<file path="config.mk">
export PLATFORM = sky130hd
export DESIGN_NAME = cdb_arbiter_flat
export DESIGN_NICKNAME = d
export VERILOG_FILES = /design/src/rtl/cdb_arbiter_pkg.sv /design/src/rtl/cdb_arbiter_if.sv /design/src/rtl/cdb_arbiter_src_fifo.sv /design/src/rtl/cdb_arbiter.sv /design/src/flat_wrapper.sv
export SDC_FILE = /design/constraint.sdc
export NUM_CORES = 1
export LEC_CHECK = 0
export CAP_MARGIN = 20
export CELL_PAD_IN_SITES_DETAIL_PLACEMENT = 1
export CELL_PAD_IN_SITES_GLOBAL_PLACEMENT = 1
export CORE_MARGIN = 3
export CORE_UTILIZATION = 25
export DETAILED_ROUTE_END_ITERATION = 16
export DONT_BUFFER_PORTS = 1
export MAX_ROUTING_LAYER = met4
export PLACE_DENSITY = 0.4
export SYNTH_ARGS = -nofsm -noshare
export SYNTH_HDL_FRONTEND = slang
export SYNTH_SLANG_ARGS = --single-unit
</file>
<file path="constraint.sdc">
create_clock -name clk_in -period 4.1 [get_ports clk_in]
set_input_delay 1.23 -clock clk_in [delete_from_list [all_inputs] [get_ports clk_in]]
set_output_delay 1.23 -clock clk_in [all_outputs]
set_load 0.005 [all_outputs]
</file>
<file path="src/rtl/cdb_arbiter_pkg.sv">
// Shared constants, source encoding and grant helper for the result-writeback bus arbiter.
// Both the RTL and the testbench import this package.
package cdb_arbiter_pkg;

   localparam int ROB_INDEX_BIT    = 3;
   localparam int CDB_FIFO_DEPTH   = 4;
   localparam int CDB_FIFO_PTR_BIT = 2;
   localparam int CDB_DATA_W       = 32;

   typedef enum logic {
      SRC_ALU = 1'b0,
      SRC_LSB = 1'b1
   } cdb_src_e;

   // With both sources competing, the one that did not win last time gets the bus.
   function automatic cdb_src_e cdb_pick(input logic cand_alu, input logic cand_lsb,
                                         input cdb_src_e last);
      cdb_src_e pick;
      pick = SRC_ALU;
      if (cand_alu && cand_lsb) begin
         pick = (last == SRC_ALU) ? SRC_LSB : SRC_ALU;
      end else if (cand_lsb) begin
         pick = SRC_LSB;
      end
      return pick;
   endfunction

endpackage

</file>
<file path="src/rtl/cdb_arbiter_if.sv">
// Producer-side pushes, full flags and the registered writeback bus, bundled for the arbiter.
// Handshake: a producer may assert X_ready_in only while X_full_out is low; cdb_ready_out marks one result per cycle.
interface cdb_arbiter_if
   import cdb_arbiter_pkg::*;
#(
   parameter int ROB_INDEX_BIT = 3,
   parameter int FIFO_PTR_BIT  = 2
);

   logic                     alu_ready_in;
   logic [ROB_INDEX_BIT-1:0] alu_rob_id_in;
   logic [31:0]              alu_result_in;
   logic                     alu_full_out;

   logic                     lsb_ready_in;
   logic [ROB_INDEX_BIT-1:0] lsb_rob_id_in;
   logic [31:0]              lsb_result_in;
   logic                     lsb_full_out;

   logic                     cdb_ready_out;
   logic [ROB_INDEX_BIT-1:0] cdb_rob_id_out;
   logic [31:0]              cdb_val_out;

   // Observation points: FIFO occupancy and the round-robin state.
   logic [FIFO_PTR_BIT:0]    dbg_alu_count;
   logic [FIFO_PTR_BIT:0]    dbg_lsb_count;
   cdb_src_e                 dbg_last_grant;

   modport slave (
      input  alu_ready_in, alu_rob_id_in, alu_result_in,
      input  lsb_ready_in, lsb_rob_id_in, lsb_result_in,
      output alu_full_out, lsb_full_out,
      output cdb_ready_out, cdb_rob_id_out, cdb_val_out,
      output dbg_alu_count, dbg_lsb_count, dbg_last_grant
   );

   modport master (
      output alu_ready_in, alu_rob_id_in, alu_result_in,
      output lsb_ready_in, lsb_rob_id_in, lsb_result_in,
      input  alu_full_out, lsb_full_out,
      input  cdb_ready_out, cdb_rob_id_out, cdb_val_out,
      input  dbg_alu_count, dbg_lsb_count, dbg_last_grant
   );

endinterface

</file>
<file path="src/rtl/cdb_arbiter_src_fifo.sv">
// Single-clock source FIFO with flush and hold; full/empty come straight from the count register.
// Flush beats hold, hold beats push/pop; a push while full is silently dropped.
module cdb_src_fifo #(
   parameter int DEPTH   = 4,
   parameter int PTR_BIT = 2,
   parameter int W       = 35
) (
   input  logic             clk_in,
   input  logic             rst_in,
   input  logic             i_flush,
   input  logic             i_hold,
   input  logic             i_push,
   input  logic             i_pop,
   input  logic [W-1:0]     i_data,
   output logic [W-1:0]     o_head,
   output logic [PTR_BIT:0] o_count,
   output logic             o_full,
   output logic             o_empty
);

   localparam int CW = PTR_BIT + 1;

   logic [W-1:0]       r_mem [DEPTH];
   logic [PTR_BIT-1:0] r_rptr;
   logic [PTR_BIT-1:0] r_wptr;
   logic [CW-1:0]      r_count;

   logic w_active;
   logic w_push_ok;
   logic w_pop_ok;

   assign o_full    = (r_count == CW'(DEPTH));
   assign o_empty   = (r_count == '0);
   assign o_count   = r_count;
   assign o_head    = r_mem[r_rptr];

   assign w_active  = !rst_in && !i_flush && !i_hold;
   assign w_push_ok = w_active && i_push && !o_full;
   assign w_pop_ok  = w_active && i_pop && !o_empty;

   // Pointers are PTR_BIT wide, so DEPTH being a power of two makes the wrap free.
   always_ff @(posedge clk_in) begin
      if (rst_in || i_flush) begin
         r_rptr  <= '0;
         r_wptr  <= '0;
         r_count <= '0;
      end else begin
         if (w_push_ok) begin
            r_wptr <= r_wptr + 1'b1;
         end
         if (w_pop_ok) begin
            r_rptr <= r_rptr + 1'b1;
         end
         r_count <= r_count + CW'(w_push_ok) - CW'(w_pop_ok);
      end
   end

   always_ff @(posedge clk_in) begin
      if (w_push_ok) begin
         r_mem[r_wptr] <= i_data;
      end
   end

endmodule

</file>
<file path="src/rtl/cdb_arbiter.sv">
// Round-robin arbiter draining the ALU and LSB result FIFOs onto one registered writeback bus.
// An empty FIFO with a push pending competes with the incoming data directly (bypass).
module cdb_arbiter
   import cdb_arbiter_pkg::*;
#(
   parameter int ROB_INDEX_BIT = cdb_arbiter_pkg::ROB_INDEX_BIT,
   parameter int FIFO_DEPTH    = CDB_FIFO_DEPTH,
   parameter int FIFO_PTR_BIT  = CDB_FIFO_PTR_BIT
) (
   input  logic          clk_in,
   input  logic          rst_in,
   input  logic          rdy_in,
   input  logic          clear_in,
   cdb_arbiter_if.slave  bus
);

   localparam int W  = ROB_INDEX_BIT + 32;
   localparam int CW = FIFO_PTR_BIT + 1;

   logic [W-1:0]  w_alu_in, w_lsb_in;
   logic [W-1:0]  w_alu_head, w_lsb_head;
   logic [CW-1:0] w_alu_count, w_lsb_count;
   logic          w_alu_full, w_lsb_full;
   logic          w_alu_empty, w_lsb_empty;
   logic          w_alu_push, w_lsb_push;
   logic          w_alu_pop, w_lsb_pop;
   logic          w_alu_cand, w_lsb_cand;
   logic          w_grant_valid;
   cdb_src_e      w_grant_src;
   logic [W-1:0]  w_grant_data;

   logic                     r_cdb_ready;
   logic [ROB_INDEX_BIT-1:0] r_cdb_rob_id;
   logic [31:0]              r_cdb_val;
   cdb_src_e                 r_last_grant;

   assign w_alu_in = {bus.alu_rob_id_in, bus.alu_result_in};
   assign w_lsb_in = {bus.lsb_rob_id_in, bus.lsb_result_in};

   cdb_src_fifo #(
      .DEPTH   (FIFO_DEPTH),
      .PTR_BIT (FIFO_PTR_BIT),
      .W       (W)
   ) u_alu_fifo (
      .clk_in  (clk_in),
      .rst_in  (rst_in),
      .i_flush (clear_in),
      .i_hold  (!rdy_in),
      .i_push  (w_alu_push),
      .i_pop   (w_alu_pop),
      .i_data  (w_alu_in),
      .o_head  (w_alu_head),
      .o_count (w_alu_count),
      .o_full  (w_alu_full),
      .o_empty (w_alu_empty)
   );

   cdb_src_fifo #(
      .DEPTH   (FIFO_DEPTH),
      .PTR_BIT (FIFO_PTR_BIT),
      .W       (W)
   ) u_lsb_fifo (
      .clk_in  (clk_in),
      .rst_in  (rst_in),
      .i_flush (clear_in),
      .i_hold  (!rdy_in),
      .i_push  (w_lsb_push),
      .i_pop   (w_lsb_pop),
      .i_data  (w_lsb_in),
      .o_head  (w_lsb_head),
      .o_count (w_lsb_count),
      .o_full  (w_lsb_full),
      .o_empty (w_lsb_empty)
   );

   always_comb begin
      w_alu_cand    = !w_alu_empty || bus.alu_ready_in;
      w_lsb_cand    = !w_lsb_empty || bus.lsb_ready_in;
      w_grant_valid = w_alu_cand || w_lsb_cand;
      w_grant_src   = cdb_pick(w_alu_cand, w_lsb_cand, r_last_grant);

      if (w_grant_src == SRC_ALU) begin
         w_grant_data = w_alu_empty ? w_alu_in : w_alu_head;
      end else begin
         w_grant_data = w_lsb_empty ? w_lsb_in : w_lsb_head;
      end

      // A bypassed result goes straight to the bus and is never written into its FIFO.
      w_alu_pop  = w_grant_valid && (w_grant_src == SRC_ALU) && !w_alu_empty;
      w_lsb_pop  = w_grant_valid && (w_grant_src == SRC_LSB) && !w_lsb_empty;
      w_alu_push = bus.alu_ready_in &&
                   !(w_grant_valid && (w_grant_src == SRC_ALU) && w_alu_empty);
      w_lsb_push = bus.lsb_ready_in &&
                   !(w_grant_valid && (w_grant_src == SRC_LSB) && w_lsb_empty);
   end

   // Id and value hold across idle, clear and stall; only the valid bit drops.
   always_ff @(posedge clk_in) begin
      if (rst_in) begin
         r_cdb_ready  <= 1'b0;
         r_cdb_rob_id <= '0;
         r_cdb_val    <= '0;
         r_last_grant <= SRC_LSB;
      end else if (clear_in) begin
         r_cdb_ready  <= 1'b0;
         r_last_grant <= SRC_LSB;
      end else if (rdy_in) begin
         if (w_grant_valid) begin
            r_cdb_ready  <= 1'b1;
            r_cdb_rob_id <= w_grant_data[W-1:32];
            r_cdb_val    <= w_grant_data[31:0];
            r_last_grant <= w_grant_src;
         end else begin
            r_cdb_ready  <= 1'b0;
         end
      end
   end

   assign bus.alu_full_out   = w_alu_full;
   assign bus.lsb_full_out   = w_lsb_full;
   assign bus.cdb_ready_out  = r_cdb_ready;
   assign bus.cdb_rob_id_out = r_cdb_rob_id;
   assign bus.cdb_val_out    = r_cdb_val;
   assign bus.dbg_alu_count  = w_alu_count;
   assign bus.dbg_lsb_count  = w_lsb_count;
   assign bus.dbg_last_grant = r_last_grant;

endmodule
</file>
<file path="src/flat_wrapper.sv">
// flat-port wrapper written by rule: the top's interface ports become plain ports
module cdb_arbiter_flat import cdb_arbiter_pkg::*;
#(
   parameter int ROB_INDEX_BIT = cdb_arbiter_pkg::ROB_INDEX_BIT,
   parameter int FIFO_DEPTH    = CDB_FIFO_DEPTH,
   parameter int FIFO_PTR_BIT  = CDB_FIFO_PTR_BIT
)
  (clk_in, rst_in, rdy_in, clear_in, bus_alu_ready_in, bus_alu_rob_id_in, bus_alu_result_in, bus_lsb_ready_in, bus_lsb_rob_id_in, bus_lsb_result_in, bus_alu_full_out, bus_lsb_full_out, bus_cdb_ready_out, bus_cdb_rob_id_out, bus_cdb_val_out, bus_dbg_alu_count, bus_dbg_lsb_count, bus_dbg_last_grant);
  cdb_arbiter_if #(.ROB_INDEX_BIT(ROB_INDEX_BIT), .FIFO_PTR_BIT(FIFO_PTR_BIT)) bus_i ();
  input  logic clk_in;
  input  logic rst_in;
  input  logic rdy_in;
  input  logic clear_in;
  input wire logic [$bits(bus_i.alu_ready_in)-1:0] bus_alu_ready_in;
  input wire logic [$bits(bus_i.alu_rob_id_in)-1:0] bus_alu_rob_id_in;
  input wire logic [$bits(bus_i.alu_result_in)-1:0] bus_alu_result_in;
  input wire logic [$bits(bus_i.lsb_ready_in)-1:0] bus_lsb_ready_in;
  input wire logic [$bits(bus_i.lsb_rob_id_in)-1:0] bus_lsb_rob_id_in;
  input wire logic [$bits(bus_i.lsb_result_in)-1:0] bus_lsb_result_in;
  output wire logic [$bits(bus_i.alu_full_out)-1:0] bus_alu_full_out;
  output wire logic [$bits(bus_i.lsb_full_out)-1:0] bus_lsb_full_out;
  output wire logic [$bits(bus_i.cdb_ready_out)-1:0] bus_cdb_ready_out;
  output wire logic [$bits(bus_i.cdb_rob_id_out)-1:0] bus_cdb_rob_id_out;
  output wire logic [$bits(bus_i.cdb_val_out)-1:0] bus_cdb_val_out;
  output wire logic [$bits(bus_i.dbg_alu_count)-1:0] bus_dbg_alu_count;
  output wire logic [$bits(bus_i.dbg_lsb_count)-1:0] bus_dbg_lsb_count;
  output wire logic [$bits(bus_i.dbg_last_grant)-1:0] bus_dbg_last_grant;
  assign bus_i.alu_ready_in = bus_alu_ready_in;
  assign bus_i.alu_rob_id_in = bus_alu_rob_id_in;
  assign bus_i.alu_result_in = bus_alu_result_in;
  assign bus_i.lsb_ready_in = bus_lsb_ready_in;
  assign bus_i.lsb_rob_id_in = bus_lsb_rob_id_in;
  assign bus_i.lsb_result_in = bus_lsb_result_in;
  assign bus_alu_full_out = bus_i.alu_full_out;
  assign bus_lsb_full_out = bus_i.lsb_full_out;
  assign bus_cdb_ready_out = bus_i.cdb_ready_out;
  assign bus_cdb_rob_id_out = bus_i.cdb_rob_id_out;
  assign bus_cdb_val_out = bus_i.cdb_val_out;
  assign bus_dbg_alu_count = bus_i.dbg_alu_count;
  assign bus_dbg_lsb_count = bus_i.dbg_lsb_count;
  assign bus_dbg_last_grant = bus_i.dbg_last_grant;
  cdb_arbiter #(.ROB_INDEX_BIT(ROB_INDEX_BIT), .FIFO_DEPTH(FIFO_DEPTH), .FIFO_PTR_BIT(FIFO_PTR_BIT)) u_core (.clk_in(clk_in), .rst_in(rst_in), .rdy_in(rdy_in), .clear_in(clear_in), .bus(bus_i));
endmodule
</file>
Yosys cells after proc, flatten, opt, wreduce, memory -nomap -nowiden
Memories as Yosys holds them, arrays and structs flattened. A register that Yosys moved wholly into a read port is not among the register bits.
Cells that the tools add are included.
{"block": "totals", "ff_bits": 51, "ramBits": 280, "output_inout_bits": 45, "wordCells": 75, "mem_count": 2}
{"memory": "u_core.u_alu_fifo.r_mem", "words": 4, "word_bits": 35, "rd": 1, "rd_clocked_by_memory_dff": 1, "wr": 1, "line_no": "cdb_arbiter_src_fifo.sv:23", "text": "logic [W-1:0] r_mem [DEPTH];"}
{"memory": "u_core.u_lsb_fifo.r_mem", "words": 4, "word_bits": 35, "rd": 1, "rd_clocked_by_memory_dff": 1, "wr": 1, "line_no": "cdb_arbiter_src_fifo.sv:23"}
{"block": "classes", "add_sub_neg": 8, "n_eq_ne": 2, "muxes": 15, "bitwise": 2, "n_reduce_logical": 36}
{"cell": "$mux W35", "count": 3}
{"cell": "$logic_and A1 B1 Y1", "count": 19}
{"cell": "$add A2 B1 Y2 const B", "count": 4}
{"cell": "$logic_not A1 Y1", "count": 8}
{"cell": "$mux W1", "count": 8}
{"cell": "$mux W2", "count": 4}
{"cell": "$add A3 B1 Y3", "count": 2}
{"cell": "$eq A3 B3 Y1 const B", "count": 2}
{"cell": "$logic_not A3 Y1", "count": 2}
{"cell": "$sub A3 B1 Y3", "count": 2}
{"cell": "$logic_or A1 B1 Y1", "count": 4}
{"cell": "$reduce_and A3 Y1", "count": 1}
{"cell": "$not A1 Y1", "count": 2}
{"cell": "$reduce_and A2 Y1", "count": 1}
{"cell": "$reduce_or A2 Y1", "count": 1}

Logic depth before layout (Yosys ltp)
{"block": "logic_depth", "ltp_word": 14, "mapped_depth": 13, "depth_no_buf": 11}

Modules after synthesis
Synthesis repeated with hierarchy kept, for this count alone.
{"block": "unflattened", "cells_unflattened": 729, "hier_area_um2": 13922.1}
{"module": "cdb_src_fifo", "instances": 2, "cells_each": 238, "area_per_inst_um2": 5601.6}
{"module": "cdb_arbiter", "instances": 1, "cells_each": 253, "area_per_inst_um2": 2718.9}

Least setup slack after synthesis
No wires, ideal clock.
{"block": "synth_timing", "path_kind": "in2reg", "from": "in bus_alu_ready_in", "to": "reg u_core.u_alu_fifo.r_count[2], in the netlist u_core.u_alu_fifo.o_count[2]", "arrival_ps": 3236, "required_ps": 3972, "path_slack_ps": 737, "path_stages": 11, "path_buffers": 1, "path_cell_list": "o41ai_4 o21ai_4 buf_2 and3_1 ha_1 inv_1 ha_1 fa_1 xnor2_1 xnor2_1 nor2_1"}
{"item": "from (decl)", "line_no": "flat_wrapper.sv:14", "text": "input wire logic [$bits(bus_i.alu_ready_in)-1:0] bus_alu_ready_in;"}
{"item": "$logic_or A1 B1 Y1 *", "line_no": "cdb_arbiter.sv:77", "text": "w_alu_cand = !w_alu_empty || bus.alu_ready_in;"}
{"item": "$logic_and A1 B1 Y1", "line_no": "cdb_arbiter_pkg.sv:20", "text": "if (cand_alu && cand_lsb) begin"}
{"item": "$mux W1", "line_no": "cdb_arbiter_pkg.sv:20"}
{"item": "$not A1 Y1"}
{"item": "$logic_and A1 B1 Y1 * (2 in series)", "line_no": "cdb_arbiter.sv:89", "text": "w_alu_pop = w_grant_valid && (w_grant_src == SRC_ALU) && !w_alu_empty;"}
{"item": "$logic_and A1 B1 Y1 * (2 in series)", "line_no": "cdb_arbiter_src_fifo.sv:39", "text": "assign w_pop_ok = w_active && i_pop && !o_empty;"}
{"item": "named net u_core.u_alu_fifo.w_pop_ok", "line_no": "cdb_arbiter_src_fifo.sv:30", "text": "logic w_pop_ok;"}
{"item": "$sub A3 B1 Y3 *", "line_no": "cdb_arbiter_src_fifo.sv:54", "text": "r_count <= r_count + CW'(w_push_ok) - CW'(w_pop_ok);"}
{"item": "to (signal assigned)", "line_no": "cdb_arbiter_src_fifo.sv:54"}
{"item": "to (decl)", "line_no": "cdb_arbiter_src_fifo.sv:26", "text": "logic [CW-1:0] r_count;"}
The timed path passes the listed nets; every way through them passes the cells marked *.
A chain may end at the register's enable or synchronous reset.

Final worst setup path
{"block": "layout_timing", "from": "in clear_in", "to": "reg u_core.u_alu_fifo.r_count[2], in the netlist u_core.u_alu_fifo.o_count[2]"}
{"block": "layout_between", "elab_chain_cells": 7}
{"item": "from (decl)", "line_no": "flat_wrapper.sv:13", "text": "input logic clear_in;"}
{"item": "$logic_not A1 Y1", "line_no": "cdb_arbiter_src_fifo.sv:37", "text": "assign w_active = !rst_in && !i_flush && !i_hold;"}
{"item": "$logic_and A1 B1 Y1 (2 in series)", "line_no": "cdb_arbiter_src_fifo.sv:37"}
{"item": "$logic_and A1 B1 Y1 (2 in series)", "line_no": "cdb_arbiter_src_fifo.sv:38", "text": "assign w_push_ok = w_active && i_push && !o_full;"}
{"item": "$add A3 B1 Y3", "line_no": "cdb_arbiter_src_fifo.sv:54"}
{"item": "$sub A3 B1 Y3", "line_no": "cdb_arbiter_src_fifo.sv:54"}
Several ways; a longest one is shown, not always the timed one.

==> run metrics <==
Tightest Pin Transition=around 900 ps; Final Slew Violations=0; slowest stage delay, CP=410 ps; crit path cell chain=nor3b_2 -> nand2_1 -> nor2_1 -> inv_1 -> ha_1 -> inv_1 -> ha_1 -> fa_1 -> xnor2_1 -> xnor2_1 -> nor2_1; worst-skew pair later-pin latency=550 ps; Post-Layout Cell Count=1551; grt total ovfl=0; Port-buffer cells=0; CP max-delay cell=nor3b_2; r2r setup slk=1280 ps; unique cell type count in the Yosys netlist=44; initial core utilization=approximately 25%; peak supply drop=0.000232 V; Layout Nets=913; largest net degree at the start of global routing=40; worst hold path type=register to register; total track usage=between 10 and 15%; CP max FO=8; RR Startpoint=u_core.u_alu_fifo.o_count[1]; CP startpoint kind=input pin; antenna violations before repair=0; relative max-transition margin=40.6%; DIE HEIGHT=240 um; core area=54000 um2; number of hold violations in the final report=0; vias per cell=between 4 and 5; post-CTS sizing=0; Worst Hold Depth=1; syn avg cell area=16.9 um2; clock root buffer=clkbuf_16; Crit Path Class=input pin to register; CTS H-tree depth=2; Max Freq=about 350 MHz; max-cap viol count=0; Clock transition at path regs=60 ps; P_leak=approximately 5 nW; area leader, netlist=edfxtp_1; n_diodes=0; yosys warns=0; met3 Use GR=under 10%; Clock Path Buffers=3; Die X-Extent=approximately 240 um; status=finished clean; Syn-to-layout area delta=15.0%; RR Endpoint=u_core.u_alu_fifo.o_count[2]; worst path arrival time=3320 ps; Sw Share=20.1%; crit end category=register; synth top area cells=edfxtp_1 61%, mux4_2 11%, dfxtp_1 8.0%; hold endpoint=u_core.bus.cdb_val_out[17]; final antenna-violating net count=0; final setup fails=0; most common cell after layout, fill and taps aside=edfxtp_1; part of the power in registers=50.2%; WL final=37.9 mm; DP Cell Count=1476; Reg2Reg Depth=10; hold_buf cts=0; DRT iter0 DRCs=276; DRC=0; CTS tree=yes; row count=85; clock group share of total power=a little under half; drt first pass iters=4; logic gate share of total power=2.1%; Mapped Nets=900; vias=about 7200; die area=57700 um2; Synth Cell Area=13700 um2; Final Core Density=29.2%; footprint of the multi-input gates=3840 um2; vias in the first global route=8093; M1 GR Usage=roughly 15%; DR WL/cell=24.4 um; CP delay by family, top=adder cells; fin crit share=70.6%; critical path buffer and inverter count=2; sequential fraction of the synthesis area=69.3%; worst-case clock skew=14.5 ps; TNS Setup=0 ps; post-synth top area share=around three fifths; M2 GR Usage=between 20% and 30%; Worst Path Required=4520 ps; unrepaired setup endpoints after global routing=no; Setup WS pre-CTS=603 ps; cells after synthesis=810; most frequent cells in the layout=280 x edfxtp_1, 74 x nand2_1, 70 x mux4_2; Sw Pwr=0.00150 W; min Tclk post-route=2890 ps; share of cells above drive strength 1=22.8%; post-detail-place hpwl=24.0 mm; RePlAce Congestion=0.739; clock tree sinks=335; first-pass GRT wire length=56.0 mm; GR peak layer=met2; worst hold start=u_core.bus.cdb_val_out[17]; postcts setup bufs=0; number of fill cells=5590; synthesis-stage register bit count=~340; Final WS setup=1210 ps; Top-Level Pins=121; clock buffer count from CTS=slightly above 40; pwr dens=472 nW/um2; Register Area=approximately 9500 um2; internal power=0.00595 W
-- power groups by stage --
stage / Clock (W) / Sequential, W / Combinational (W)
CTS: 0.00369 / 0.00374 / 0.000167
global route: 0.00382 / 0.00375 / 0.000176
global placement: 0 / 0.00381 / 0.000163
detailed placement: 0 / 0.00381 / 0.000166
floorplan: 0 / 0.00380 / 0.000119
finish: 0.00355 / 0.00374 / 0.000157
-- state kept, by name, indices dropped and copies added, names as in the netlist, 2 cells and up, named ones only --
signal	flops
u_core.bus.cdb_rob_id_out	3
u_core.bus.cdb_val_out	32
u_core.u_alu_fifo.o_count	3
u_core.u_alu_fifo.r_mem	140
u_core.u_alu_fifo.r_rptr	2
u_core.u_alu_fifo.r_wptr	2
u_core.u_lsb_fifo.o_count	3
u_core.u_lsb_fifo.r_mem	140
u_core.u_lsb_fifo.r_rptr	2
u_core.u_lsb_fifo.r_wptr	2
-- layout make-up --
cell class / count / area share, %
Clock buffer: 62 / 7.72
Clock inverter: 13 / 0.738
Inverter: 13 / 0.309
Multi-Input combinational cell: 409 / 24.3
Sequential cell: 335 / 60.3
Tap cell: 696 / 5.52
Timing Repair Buffer: 23 / 1.09
-- cell families (layout without fill, tap and decap cells) --
| group | count (synthesis) | count (layout) | share of synthesized area (%) |
|---|---|---|---|
| xor+xnor | 8 | 8 | 0.511 |
| mux | 70 | 70 | 11.5 |
| fa+ha+maj | 14 | 14 | 1.39 |
| simple gates | 228 | 228 | 9.47 |
| buf+inv | 66 | 111 | 2.77 |
| flops | 335 | 335 | 69.3 |
| compound gates | 89 | 89 | 5.03 |
-- synthesized netlist by cell type, drive strengths merged --
cell type,n
edfxtp,280
nand2,75
mux4,70
dfxtp,55
nor2,49
o21ai,41
nand3,39
nor3b,36
a32o,35
buf,34
clkbuf,19
inv,13
ha,12
and2,10
and3,10
xnor2,5
a21oi,4
xor2,3
fa,2
nor3,2
nor4,2
or3,2
a211oi,1
a31oi,1
nand4,1
nor2b,1
o2111ai,1
o211ai,1
o21a,1
o22ai,1
o31a,1
o31ai,1
o41ai,1
or2,1
-- worst register-to-register path, delay by kind of cell, from the launching register on --
family | cells | cell delay [ps]
adder cells (fa/ha/maj) | 3 | 880
AND/OR/NAND/NOR | 2 | 260
XOR/XNOR | 2 | 370
flip-flops | 1 | 470
buffers and inverters | 1 | 40
AO/OA/AOI/OAI | 2 | 670
-- metal layers --
metal	vias to the layer above	wire length, um
met1	3824	14800
met3	51	3460
met4	0	805
met5	-	0
met2	156	18800
li1	3205	-
-- through the flow --
step	total power, W	instance area [um2]	hold slack (ps)
after floorplan	0.00391	13700	466
after global placement	0.00398	14400	487
after detailed placement	0.00398	14400	492
after CTS	0.00759	15800	507
after global routing	0.00774	15800	527
final	0.00745	15800	500
-- worst max-delay path by stage --
stage | start | slack (ps) | cells past startpoint | end
final | clear_in | 1210 | 11 | u_core.u_alu_fifo.o_count[2]
after global placement | clear_in | 730 | 11 | u_core.u_lsb_fifo.o_count[2]
after detailed placement | clear_in | 600 | 11 | u_core.u_alu_fifo.o_count[2]
after global routing | clear_in | 1010 | 11 | u_core.u_alu_fifo.o_count[2]
after floorplan | bus_alu_ready_in | 740 | 11 | u_core.u_alu_fifo.o_count[2]
after CTS | clear_in | 1190 | 11 | u_core.u_alu_fifo.o_count[2]
Power figures use the tool's default switching activity.
==> patch: new RTL, same flow settings <==
`CDB_FIFO_PTR_BIT`: 2 -> 1.
--- a/src/rtl/cdb_arbiter_pkg.sv
+++ b/src/rtl/cdb_arbiter_pkg.sv
@@ -6,3 +6,3 @@
    localparam int CDB_FIFO_DEPTH   = 4;
-   localparam int CDB_FIFO_PTR_BIT = 2;
+   localparam int CDB_FIFO_PTR_BIT = 1;
    localparam int CDB_DATA_W       = 32;
Ports: changed (resized bus_dbg_alu_count and bus_dbg_lsb_count); port bits go from 121 to 119. The function was not compared with the original's and may differ.
==> patch against the unedited design <==
  * Die area down 41%
  * Fmax decreased by 2.0%
  * Design area fell by 43%
  * Clock power fell by 53%
  * Synthesized cell count shrank 29%
  * Worst setup slack worse by 0.060 ns
  * Combinational power fell by 6%
  * Sequential cell count decreased by 148
  * Total power is 48% lower
  * Wire length shrank 34%
  * Area after synthesis is 42% lower
  * Global-route usage rose by 1.7 points
==> patch: results (changes against the unedited design) <==
stage;metric;value;unit;change
outcome;status;completed;;
place;Port-buffer cells;0;;unchanged
synthesis;Async SR Flop Fraction;0;%;unchanged
power_and_ir_drop;worst vdd ir;0.2687;mV;+16%
synthesis;Main synth FF type;edfxtp_1;;
final_layout;share of cells above drive strength 1;17.47;%;-5.3 points
power_and_ir_drop;Static Leak;2.718;nW;-45%
global_route;largest net degree at the start of global routing;40;;unchanged
synthesis;largest cells by area after synthesis;edfxtp_1 53%, dfxtp_1 12%, o22ai_1 5.4%;;
clock_tree;Skew-Pair Late Insertion Delay;0.44;ns;-0.11 ns
global_route;Total GRT Usage;15.45;%;+1.7 points
min_path;worst hold path type;reg -> reg;;
final_layout;final-layout fill cell count;3313;;-41%
clock_tree;setup bufs post-CTS;0;;unchanged
place;post-DP HPWL;15810;microns;-34%
synthesis;Mapped Nets;655;;-27%
route;initial DRC count;298;;+8.0%
global_route;first-pass GRT wire length;37150;microns;-34%
route;Via Count;5049;;-30%
clock_tree;Num CTS Buffers;17;;-59%
final_layout;Layout Nets;645;;-29%
global_route;initial antenna violation count;0;;unchanged
synthesis;sequential share of the synthesized area;64.87;%;-4.5 points
setup_path;top fanout value on the critical path;24;;+16
route;drt wl/cell;25.75;microns;+5.5%
global_route;vias in the first global route;5675;;-30%
synthesis;unique cell type count in the Yosys netlist;42;;-4.5%
synthesis;number of synthesized flops with an enable pin;140;;-50%
place;GP Congestion;0.7139;;-3.4%
clock_tree;CTS resizes;0;;unchanged
setup_path;CP arrival;1.72;ns;-1.60 ns
final_layout;Inserted Diodes;0;;unchanged
clock_tree;clock tree buffer depth;2;;-1
sta;actual slew at the worst max-slew pin;0.9940;ns;+0.1048 ns
clock_tree;CTS HTree Levels;4;;+2
synthesis;Ys Warns;0;;unchanged
clock_tree;Worst-path clk slew;0.08;ns;+0.02 ns
setup_path;largest stage delay on the critical path;0.54;ns;+0.13 ns
synthesis;Commonest cells post-synth;140 x edfxtp_1, 68 x o22ai_1, 47 x dfxtp_1;;
sta;Clock Skew;0.01277;ns;-0.001739 ns
clock_tree;Clk Tree Root Cell;clkbuf_16;;
setup_path;Worst path slowest cell;inv_2;;
route;first drt pass iteration count;4;;unchanged
[patch: cell count changes after synthesis, sizes merged, moves of 8 or more]
cell and delta:
nand3 -37, dfxtp -8, buf -14, mux2i +35, nor2 -29, a21oi +31, and2 -8, o22ai +67
ha -8, edfxtp -140, mux4 -70, mux2 +34, and3 -9, nand2 -74
[patch: cell families (layout without fill, tap and decap cells)]
group,count (synthesis),after routing,share of synthesized area [%]
DFF,187,187,64.87
AOI/OAI and AO/OA,182,182,15.41
and+or+nand+nor,72,72,5.805
muxes,69,69,9.244
buffers and inverters,53,56,3.155
xor gates and xnor gates,8,8,0.8833
adders and majority gates,4,4,0.6310
[patch: worst max-delay path: cells and delay by family (launching register included)]
| family | cells | cell delay (ns) |
|---|---|---|
| buf+inv | 1 | 0.54 |
| flops | 1 | 0.37 |
| simple gates | 1 | 0.37 |
[patch: final cells by class]
cell class / instances / area share, %
Multi-Input combinational cell: 335 / 28.78
Clock inverter: 15 / 1.877
Inverter: 7 / 0.2899
Clock buffer: 17 / 4.694
Timing Repair Buffer: 17 / 2.098
Tap cell: 396 / 5.467
Sequential cell: 187 / 56.79
[patch: per-stage QoR]
step	util (%)	power [mW]	setup WS (ns)	std cells	cell area, sq um
after floorplan	-	2.216	0.3266	575	7931
after global placement	27.20	2.257	0.9568	939	8408
after detailed placement	27.33	2.260	0.9037	941	8448
after CTS	29.26	3.951	1.106	973	9044
after global routing	29.32	4.046	1.045	974	9064
final	29.32	3.885	1.146	974	9064
[patch: routing by layer]
metal | GRT usage [%] | vias to the layer above | wire (microns)
met4 | 3.568 | 0 | 250
met1 | 17.92 | 2621 | 10640
met2 | 25.83 | 126 | 12410
met3 | 5.467 | 22 | 1777
met5 | - | - | 0
li1 | - | 2280 | -
[patch: power by group]
part	leakage (nW)	internal (mW)	switching (mW)
logic	0.787	0.0605	0.0873
clock network	0.290	0.829	0.842
registers	1.64	2.05	0.0187
total	2.72	2.94	0.948
[patch: path summary, 6_finish.rpt]
kind	slack (ns)	start	endpoint	cells past startpoint
hold / removal	0.50	u_core.bus.cdb_val_out[28]	u_core.bus.cdb_val_out[28]	1
setup reg to reg	1.48	u_core.u_alu_fifo.o_count[1]	u_core.u_alu_fifo.o_count[1]	9
setup / recovery	1.15	u_core.u_lsb_fifo.o_count[1]	bus_lsb_full_out	2
hold reg to reg	0.50	u_core.bus.cdb_val_out[28]	u_core.bus.cdb_val_out[28]	1
